===== src/rtl/serial_adder4.sv =====
// serial_adder4 -- bit-serial ripple adder with a result handshake.
//
// Purpose:
//   Captures two WIDTH-bit operands and a carry-in on a start request, adds
//   them one bit per clock (LSB first) and presents {c_out,sum} with valid
//   until the downstream stage acknowledges the result.
//
// Ports:
//   clk    in   1      single clock, rising edge
//   rst_n  in   1      asynchronous active-low reset
//   start  in   1      add request, sampled only in IDLE
//   a      in   WIDTH  operand A
//   b      in   WIDTH  operand B
//   c_in   in   1      carry into bit 0
//   ack    in   1      downstream acceptance, sampled only in HOLD
//   busy   out  1      high in ADD or HOLD
//   valid  out  1      high in HOLD; sum/c_out are the current result
//   sum    out  WIDTH  registered result
//   c_out  out  1      registered final carry

module serial_adder4 #(
  parameter int WIDTH = 4
) (
  input  logic             clk,
  input  logic             rst_n,
  input  logic             start,
  input  logic [WIDTH-1:0] a,
  input  logic [WIDTH-1:0] b,
  input  logic             c_in,
  input  logic             ack,
  output logic             busy,
  output logic             valid,
  output logic [WIDTH-1:0] sum,
  output logic             c_out
);

  localparam int CW = $clog2(WIDTH + 1);

  typedef enum logic [1:0] {
    IDLE = 2'd0,
    ADD  = 2'd1,
    HOLD = 2'd2
  } state_t;

  state_t           state_q;
  logic [WIDTH-1:0] aShift_q;
  logic [WIDTH-1:0] bShift_q;
  logic             carry_q;
  logic [WIDTH-1:0] sumShift_q;
  logic [CW-1:0]    count_q;
  logic [WIDTH-1:0] sum_q;
  logic             cOut_q;
  logic             busy_q;
  logic             valid_q;

  logic             bitSum_d;
  logic             carry_d;
  logic [WIDTH-1:0] sumShift_d;
  logic             lastBit_d;

  // One full-adder slice working on the LSBs of the operand shift registers.
  // The new sum bit enters at the MSB so that after WIDTH shifts the first
  // bit computed has reached bit 0.
  always_comb begin
    bitSum_d   = aShift_q[0] ^ bShift_q[0] ^ carry_q;
    carry_d    = (aShift_q[0] & bShift_q[0]) |
                 (aShift_q[0] & carry_q)     |
                 (bShift_q[0] & carry_q);
    sumShift_d = {bitSum_d, sumShift_q[WIDTH-1:1]};
    lastBit_d  = (count_q == CW'(WIDTH - 1));
  end

  // Control FSM and datapath registers. busy/valid are registered alongside
  // the state so they never glitch; sum/c_out load only on the final ADD edge
  // and otherwise keep the previous result.
  always_ff @(posedge clk or negedge rst_n) begin
    if (!rst_n) begin
      state_q    <= IDLE;
      aShift_q   <= '0;
      bShift_q   <= '0;
      carry_q    <= 1'b0;
      sumShift_q <= '0;
      count_q    <= '0;
      sum_q      <= '0;
      cOut_q     <= 1'b0;
      busy_q     <= 1'b0;
      valid_q    <= 1'b0;
    end else begin
      case (state_q)
        IDLE: begin
          if (start) begin
            aShift_q <= a;
            bShift_q <= b;
            carry_q  <= c_in;
            count_q  <= '0;
            busy_q   <= 1'b1;
            state_q  <= ADD;
          end
        end
        ADD: begin
          aShift_q   <= aShift_q >> 1;
          bShift_q   <= bShift_q >> 1;
          carry_q    <= carry_d;
          sumShift_q <= sumShift_d;
          count_q    <= count_q + CW'(1);
          if (lastBit_d) begin
            sum_q   <= sumShift_d;
            cOut_q  <= carry_d;
            valid_q <= 1'b1;
            state_q <= HOLD;
          end
        end
        HOLD: begin
          // ack wins over start here; a new request needs start seen in IDLE.
          if (ack) begin
            busy_q  <= 1'b0;
            valid_q <= 1'b0;
            state_q <= IDLE;
          end
        end
        default: begin
          busy_q  <= 1'b0;
          valid_q <= 1'b0;
          state_q <= IDLE;
        end
      endcase
    end
  end

  assign busy  = busy_q;
  assign valid = valid_q;
  assign sum   = sum_q;
  assign c_out = cOut_q;

endmodule


===== config.mk =====
export PLATFORM = sky130hd
export DESIGN_NAME = serial_adder4
export DESIGN_NICKNAME = d
export VERILOG_FILES = /design/src/rtl/serial_adder4.sv
export SDC_FILE = /design/constraint.sdc
export NUM_CORES = 1
export LEC_CHECK = 0
export ABC_AREA = 0
export BUFFER_PORTS_ARGS = -buffer_cell sky130_fd_sc_hd__buf_2
export CAP_MARGIN = 0
export CELL_PAD_IN_SITES_DETAIL_PLACEMENT = 0
export CELL_PAD_IN_SITES_GLOBAL_PLACEMENT = 1
export CORE_AREA = 2 2 56 58
export DETAILED_ROUTE_END_ITERATION = 6
export DIE_AREA = 0 0 58 60
export PLACE_DENSITY_LB_ADDON = 0.1
export SETUP_SLACK_MARGIN = 0.1
export SLEW_MARGIN = 20
export SYNTH_ARGS = -nofsm -noshare
export SYNTH_HDL_FRONTEND = slang
export SYNTH_SLANG_ARGS = --single-unit
export TNS_END_PERCENT = 20

===== constraint.sdc =====
create_clock -name clk -period 2 [get_ports clk]
set_clock_uncertainty 0.2 [all_clocks]
set_input_delay 0.1 -clock clk [delete_from_list [all_inputs] [get_ports clk]]
set_output_delay 0.1 -clock clk [all_outputs]
set_load 0.02 [all_outputs]

==> impl_results.md, run 1 <==
- Via-per-instance ratio: between 4 and 5
- Number of buffers inserted to repair setup after CTS: 0
- WP data required: roughly 2 ns
- Synthesis Warnings: 0
- List of cells traversed by the critical path: and2b_2, nand2_4, mux2_2
- Share of synthesized area occupied by flip-flops and latches: approximately 55%
- Number of detailed-routing iterations run before antenna repair: 4
- Detail Route Antenna Nets: 0
- Height of the die: roughly 60 um
- Post-placement worst setup slack: a little over 0.4 ns
- Pin count of the biggest net entering global routing: 25
- Number of sinks on the clock net: 24
- Share of the synthesized area in the top cell type: 55.5%
- Full die area: between 3000 and 4000 um2
- Worst-case reg-to-reg path depth: 3
- Run status: completed
- Origin of the critical flop-to-flop path: state_q[1]
- Worst path max stage delay: between 0.5 and 0.6 ns
- Total count of max-transition violations in the final report: 0
- Commonest cells after routing, fill and taps aside: 24 x sky130_fd_sc_hd__dfrtp_1, 19 x sky130_fd_sc_hd__buf_2, 15 x sky130_fd_sc_hd__nand2_1
- Cell taking the most area after synthesis: sky130_fd_sc_hd__dfrtp_1
- Vias in the first global route: a little under 800
- Setup total negative slack: 0 ns
- TritonCTS clock tree: built
- Initial antenna violation count: 0
- Slew @ Worst Pin: 0.543 ns
- Leading cell types by total area after synthesis: sky130_fd_sc_hd__dfrtp_1 55%, sky130_fd_sc_hd__o221a_2 6.2%, sky130_fd_sc_hd__mux2_2 5.2%, sky130_fd_sc_hd__nand2_1 5.2%, sky130_fd_sc_hd__nand3b_1 4.2%
- Register-to-register setup slack: around 0.38 ns
- FF+latch count, synth: 24
- Min setup slack post-route: approximately 0.38 ns
- Overall via count from detail_route: between 700 and 800
- Maximum count of clock buffers along a single path: 2
- Finish-stage setup viols: 0
- Post-synthesis to final-layout area growth: 25.2%
- Worst path arrival time: around 1.6 ns
- Fraction of layout cells with a size suffix above 1: 32.0%
- Power Dens Cells: 1530 nW/um2
- Final cycle utilization of the critical path: between 80 and 90%
- Number of inserted filler cells in the final layout: between 200 and 300
- Slew margin rel.: a little under two thirds
- Non-filler instance count after layout: between 150 and 200
- Critical path type: flop to flop
- PortBufs: 19
- Leakage power: a little over 0.6 nW
- Net total in the final layout: ~140
- Worst setup SP type: flop
- Crit path buffers/inverters: 0
- # diodes: 0
- Highest clock frequency the design can meet: roughly 620 MHz
- Max Fanout on Critical Path: 12
- Drt total wl: 2210 um
- Number of DRC violations after detailed-routing iteration 0: 17
- Routed wire length per instance: about 14 um
- Later-pin clock latency in the skew report: between 0.3 and 0.4 ns
- Aggregate global-route resource usage: roughly 15%
- Worst IR Drop VDD: between 0.7 and 0.8 mV
- Cell Rows: 20
- Clock root buffer master: sky130_fd_sc_hd__clkbuf_4
- Critical Path Slowest Stage Cell: sky130_fd_sc_hd__dfrtp_1
- Placer's final routability congestion estimate: between 0.6 and 0.7
- Nature of the critical path endpoint: flop
- Minimum period implied by the final worst setup slack: about 1.6 ns
- Number of CTS-inserted buffers: 3
- Most common cell after layout, fill and taps aside: sky130_fd_sc_hd__dfrtp_1
- Placed cell count: 139
- Kind of cell with the highest combined delay on the critical path: flip-flops
- Cell area after technology mapping: approximately 1100 um2
- Grt ovf: 0
- Number of DRC violations after detailed routing: 0
- H-tree depth: 1
- Critical R2R Capture: sum[2]
- Floorplan core area: 2900 um2
- Max-cap viol count: 0
- Gate Count Post-Synth: 92
- Unrepaired setup endpoints after global routing: no
- Number of top-level pins: 20
- Critical path origin: state_q[1]
- Initial cell density of the core: between 30 and 40%
- Synth unique cells: 23
- Detailed-placement wirelength estimate: around 1500 um
- Clock slew at the register clock pins of the worst setup and hold paths: 0.14 ns
- Synthesized netlist net count: approximately 110
- Die Width: around 58 um
- Final number of hold-violating endpoints: 0
- Mean instance size in the synthesized netlist: 11.8 um2
- Worst hold path type: input port to asynchronous set/reset pin
- Wire length of the first global-routing pass: around 3700 um
## per-stage QoR
step           cell area (um2)  utilization (%)  power, W  hold slack (ns)
2_1_floorplan             1080                -   0.00155           -0.396
3_3_place_gp              1180             40.7   0.00174          -0.0846
3_5_place_dp              1180             40.7   0.00174          -0.0821
4_1_cts                   1360             46.7   0.00211           0.0966
5_1_grt                   1360             46.7   0.00227           0.0876
6_report                  1360             46.7   0.00208           0.0841
## logic make-up after synthesis
kind of cell	synth area share, %
AOI/OAI and AO/OA	14.9
adders and majority gates	4.16
buffers and inverters	4.39
DFF	55.5
and+or+nand+nor	15.8
muxes	5.20
## flip-flops by register name, summed over array words and instances, names as in the netlist
signal and flops:
carry_q 1, sum 4, aShift_q 4, count_q 3
sumShift_q 3, bShift_q 4, c_out 1, busy 1
state_q 2, valid 1
## synth_stat cells, drive strengths merged
| cell type | count |
|---|---|
| o21ai | 5 |
| o221a | 6 |
| o21ba | 1 |
| nand2 | 16 |
| fa | 1 |
| mux2 | 5 |
| a22o | 1 |
| buf | 5 |
| nor2 | 4 |
| inv | 3 |
| a21oi | 4 |
| and2b | 2 |
| nand2b | 3 |
| o22ai | 2 |
| nand3b | 6 |
| a32o | 1 |
| ha | 2 |
| dfrtp | 24 |
| o21bai | 1 |
## power breakdown
group | switching, W | internal (W) | leakage (nW)
sequential | 0.000173 | 0.000711 | 0.288
clock | 0.000146 | 0.000202 | 0.0279
combinational | 0.000434 | 0.000410 | 0.308
## metal layers
layer	up-vias	part of all wire [%]	track usage, %	wire length [um]
met1	353	47	18.8	1040
met4	0	1.5	7.97	32
met3	4	4.0	2.38	89
met5	-	0	0	0
met2	17	47	23.4	1040
li1	386	-	-	-
## timing repair
item,CTS,global route
endpoints found under the hold margin,37,0
hold buffers,12,0
gates resized for setup,0,0
## how the worst max path moves through the flow
stage | end | depth (start not counted)
2_1_floorplan | c_out | 4
3_3_place_gp | c_out | 4
3_5_place_dp | sum[2] | 3
4_1_cts | sum[2] | 3
5_1_grt | sum[2] | 3
6_report | sum[2] | 3
## final cells by class
cell class              count  area (um2)  share of cell area (%)
well taps                  33        41.3                    3.05
repair buffers             31         215                    15.9
clock inverters             1        30.0                    2.22
multi-input cells          60         434                    32.0
flip-flops and latches     24         601                    44.3
inverters                   3        11.3                   0.831
clock buffers               3        22.5                    1.66
Note: power is estimated with default switching activity, not from simulation.
==> inputs of run 2 (changes only) <==
clock period = 1.5 ns   (was 2 ns; I/O delays follow)
==> impl_results.md, run 2 (synthesis gave the netlist of run 1 again) <==
- Run status: finished with violations
- Violations in the final reports: setup timing
- Pin count of the biggest net entering global routing: 25
- Sequential cell area: 601 um2
- Grt ovf: 0
- H-tree depth: 1
- Later-pin clock latency in the skew report: ~0.32 ns
- Floorplan core area: approximately 2900 um2
- Aggregate global-route resource usage: ~15%
- Height of the die: 60 um
- Min setup slack post-route: -0.0166 ns
- Drt total wl: about 2400 um
- Wire length of the first global-routing pass: just under 4000 um
- Overall via count from detail_route: a little over 800
- Worst hold path type: input port to asynchronous set/reset pin
- Fraction of layout cells with a size suffix above 1: between 40% and 50%
- Minimum period implied by the final worst setup slack: about 1.5 ns
- Cell Rows: 20
- WP data required: 1.51 ns
- Post-layout utilization of the core: roughly 53%
- Initial antenna violation count: 0
- Register-to-register setup slack: -0.02 ns
- Critical path type: flop to flop
- Critical path origin: aShift_q[0]
- Number of sinks on the clock net: 24
- Detailed-placement wirelength estimate: between 1000 and 1500 um
- Clock root buffer master: sky130_fd_sc_hd__clkbuf_4
- Initial cell density of the core: between 30% and 40%
- Net total in the final layout: 149
- Commonest cells after routing, fill and taps aside: 24 x sky130_fd_sc_hd__dfrtp_1, 19 x sky130_fd_sc_hd__buf_2, 14 x sky130_fd_sc_hd__nand2_1
- Full die area: between 3000 and 4000 um2
- Max Fanout on Critical Path: 2
- Worst setup SP type: flop
- Max-cap viol count: 0
- Number of DRC violations after detailed routing: 0
- Detail Route Antenna Nets: 0
- Placer's final routability congestion estimate: a little under 0.7
- Routed wire length per instance: 14.3 um
- Final number of hold-violating endpoints: 0
- Die Width: 58 um
- Finish-stage setup viols: 1
- Leakage power: slightly above 0.7 nW
- Post-synthesis to final-layout area growth: 43.0%
- Worst IR Drop VDD: around 1.0 mV
- Most common cell after layout, fill and taps aside: sky130_fd_sc_hd__dfrtp_1
- Total count of max-transition violations in the final report: 0
- Critical R2R Capture: sum[3]
- Clock slew at the register clock pins of the worst setup and hold paths: about 0.14 ns
- Multi-input gate area: between 500 and 600 um2
- Origin of the critical flop-to-flop path: aShift_q[0]
- Minimum hold slack: roughly 0.055 ns
- Number of inserted filler cells in the final layout: ~280
- Power Dens Cells: ~2200 nW/um2
- TritonCTS clock tree: built
- Vias in the first global route: slightly above 800
- End point of the critical path: sum[3]
- Number of detailed-routing iterations run before antenna repair: 4
- Slew margin rel.: 63.5%
- Number of CTS-inserted buffers: 3
- Maximum count of clock buffers along a single path: 2
- Slew @ Worst Pin: ~0.55 ns
- Via-per-instance ratio: between 4 and 5
- Highest clock frequency the design can meet: ~660 MHz
- Overall power of the completed layout: between 0.003 and 0.004 W
- Number of top-level pins: 20
- Worst-case reg-to-reg path depth: 2
- Worst path arrival time: ~1.5 ns
- # diodes: 0
- Number of DRC violations after detailed-routing iteration 0: 31
- PortBufs: 19
- Nature of the critical path endpoint: flop
- Unrepaired setup endpoints after global routing: yes
- Final cycle utilization of the critical path: 101%
-- run 2: cell types whose count changed in the layout (fill, tap and decap cells not counted), sizes merged --
cell	change
buf	+10
-- run 2: cell type report --
| type | count | area share, % |
|---|---|---|
| Timing Repair Buffer | 41 | 19.7 |
| Inverter | 3 | 0.728 |
| Clock inverter | 1 | 1.94 |
| Multi-Input combinational cell | 60 | 34.7 |
| Clock buffer | 3 | 1.46 |
| Sequential cell | 24 | 38.8 |
| Tap cell | 33 | 2.67 |
-- run 2: layer usage --
layer / GRT usage [%] / wire [um] / part of all wire, %
met5: 0 / 0 / 0
met4: 5.98 / 14 / 0.59
met3: 2.60 / 68 / 2.9
met2: 23.9 / 1160 / 49
met1: 20.3 / 1120 / 47
-- run 2: report_power, final --
group / internal, W / switching (W)
Sequential: 0.000950 / 0.000211
Clock: 0.000270 / 0.000205
Combinational: 0.000968 / 0.000799
-- run 2: worst min-delay path by stage --
stage / end / slack [ns] / depth (start not counted)
2_1_floorplan: aShift_q[0] / -0.42 / 0
3_3_place_gp: sumShift_q[2] / -0.11 / 1
3_5_place_dp: sum[1] / -0.10 / 1
4_1_cts: sum[1] / 0.07 / 2
5_1_grt: sum[1] / 0.07 / 2
6_report: carry_q / 0.06 / 2
-- run 2: stage by stage --
step	setup slack, ns	instance area [um2]	setup TNS, ns	cells
finish	-0.0166	1550	-0.0166	165
detailed placement	-0.0106	1230	-0.0221	143
global placement	0.0254	1230	0	143
global route	-0.0234	1550	-0.0431	165
CTS	-0.00313	1440	-0.00550	162
floorplan	0.0572	1100	0	92
-- run 2: repair_timing --
action	CTS	global route
gates cloned	0	0
hold buffers	12	0
pin swaps	5	7
endpoints found under the setup margin	11	18
endpoints found under the hold margin	37	0
setup buffers	3	3
gates resized for setup	3	17
-- run 2: critical path: stages (launching register included) --
cell and delay [ns]:
sky130_fd_sc_hd__dfrtp_1 0.44, sky130_fd_sc_hd__fa_2 0.49, sky130_fd_sc_hd__mux2_4 0.28
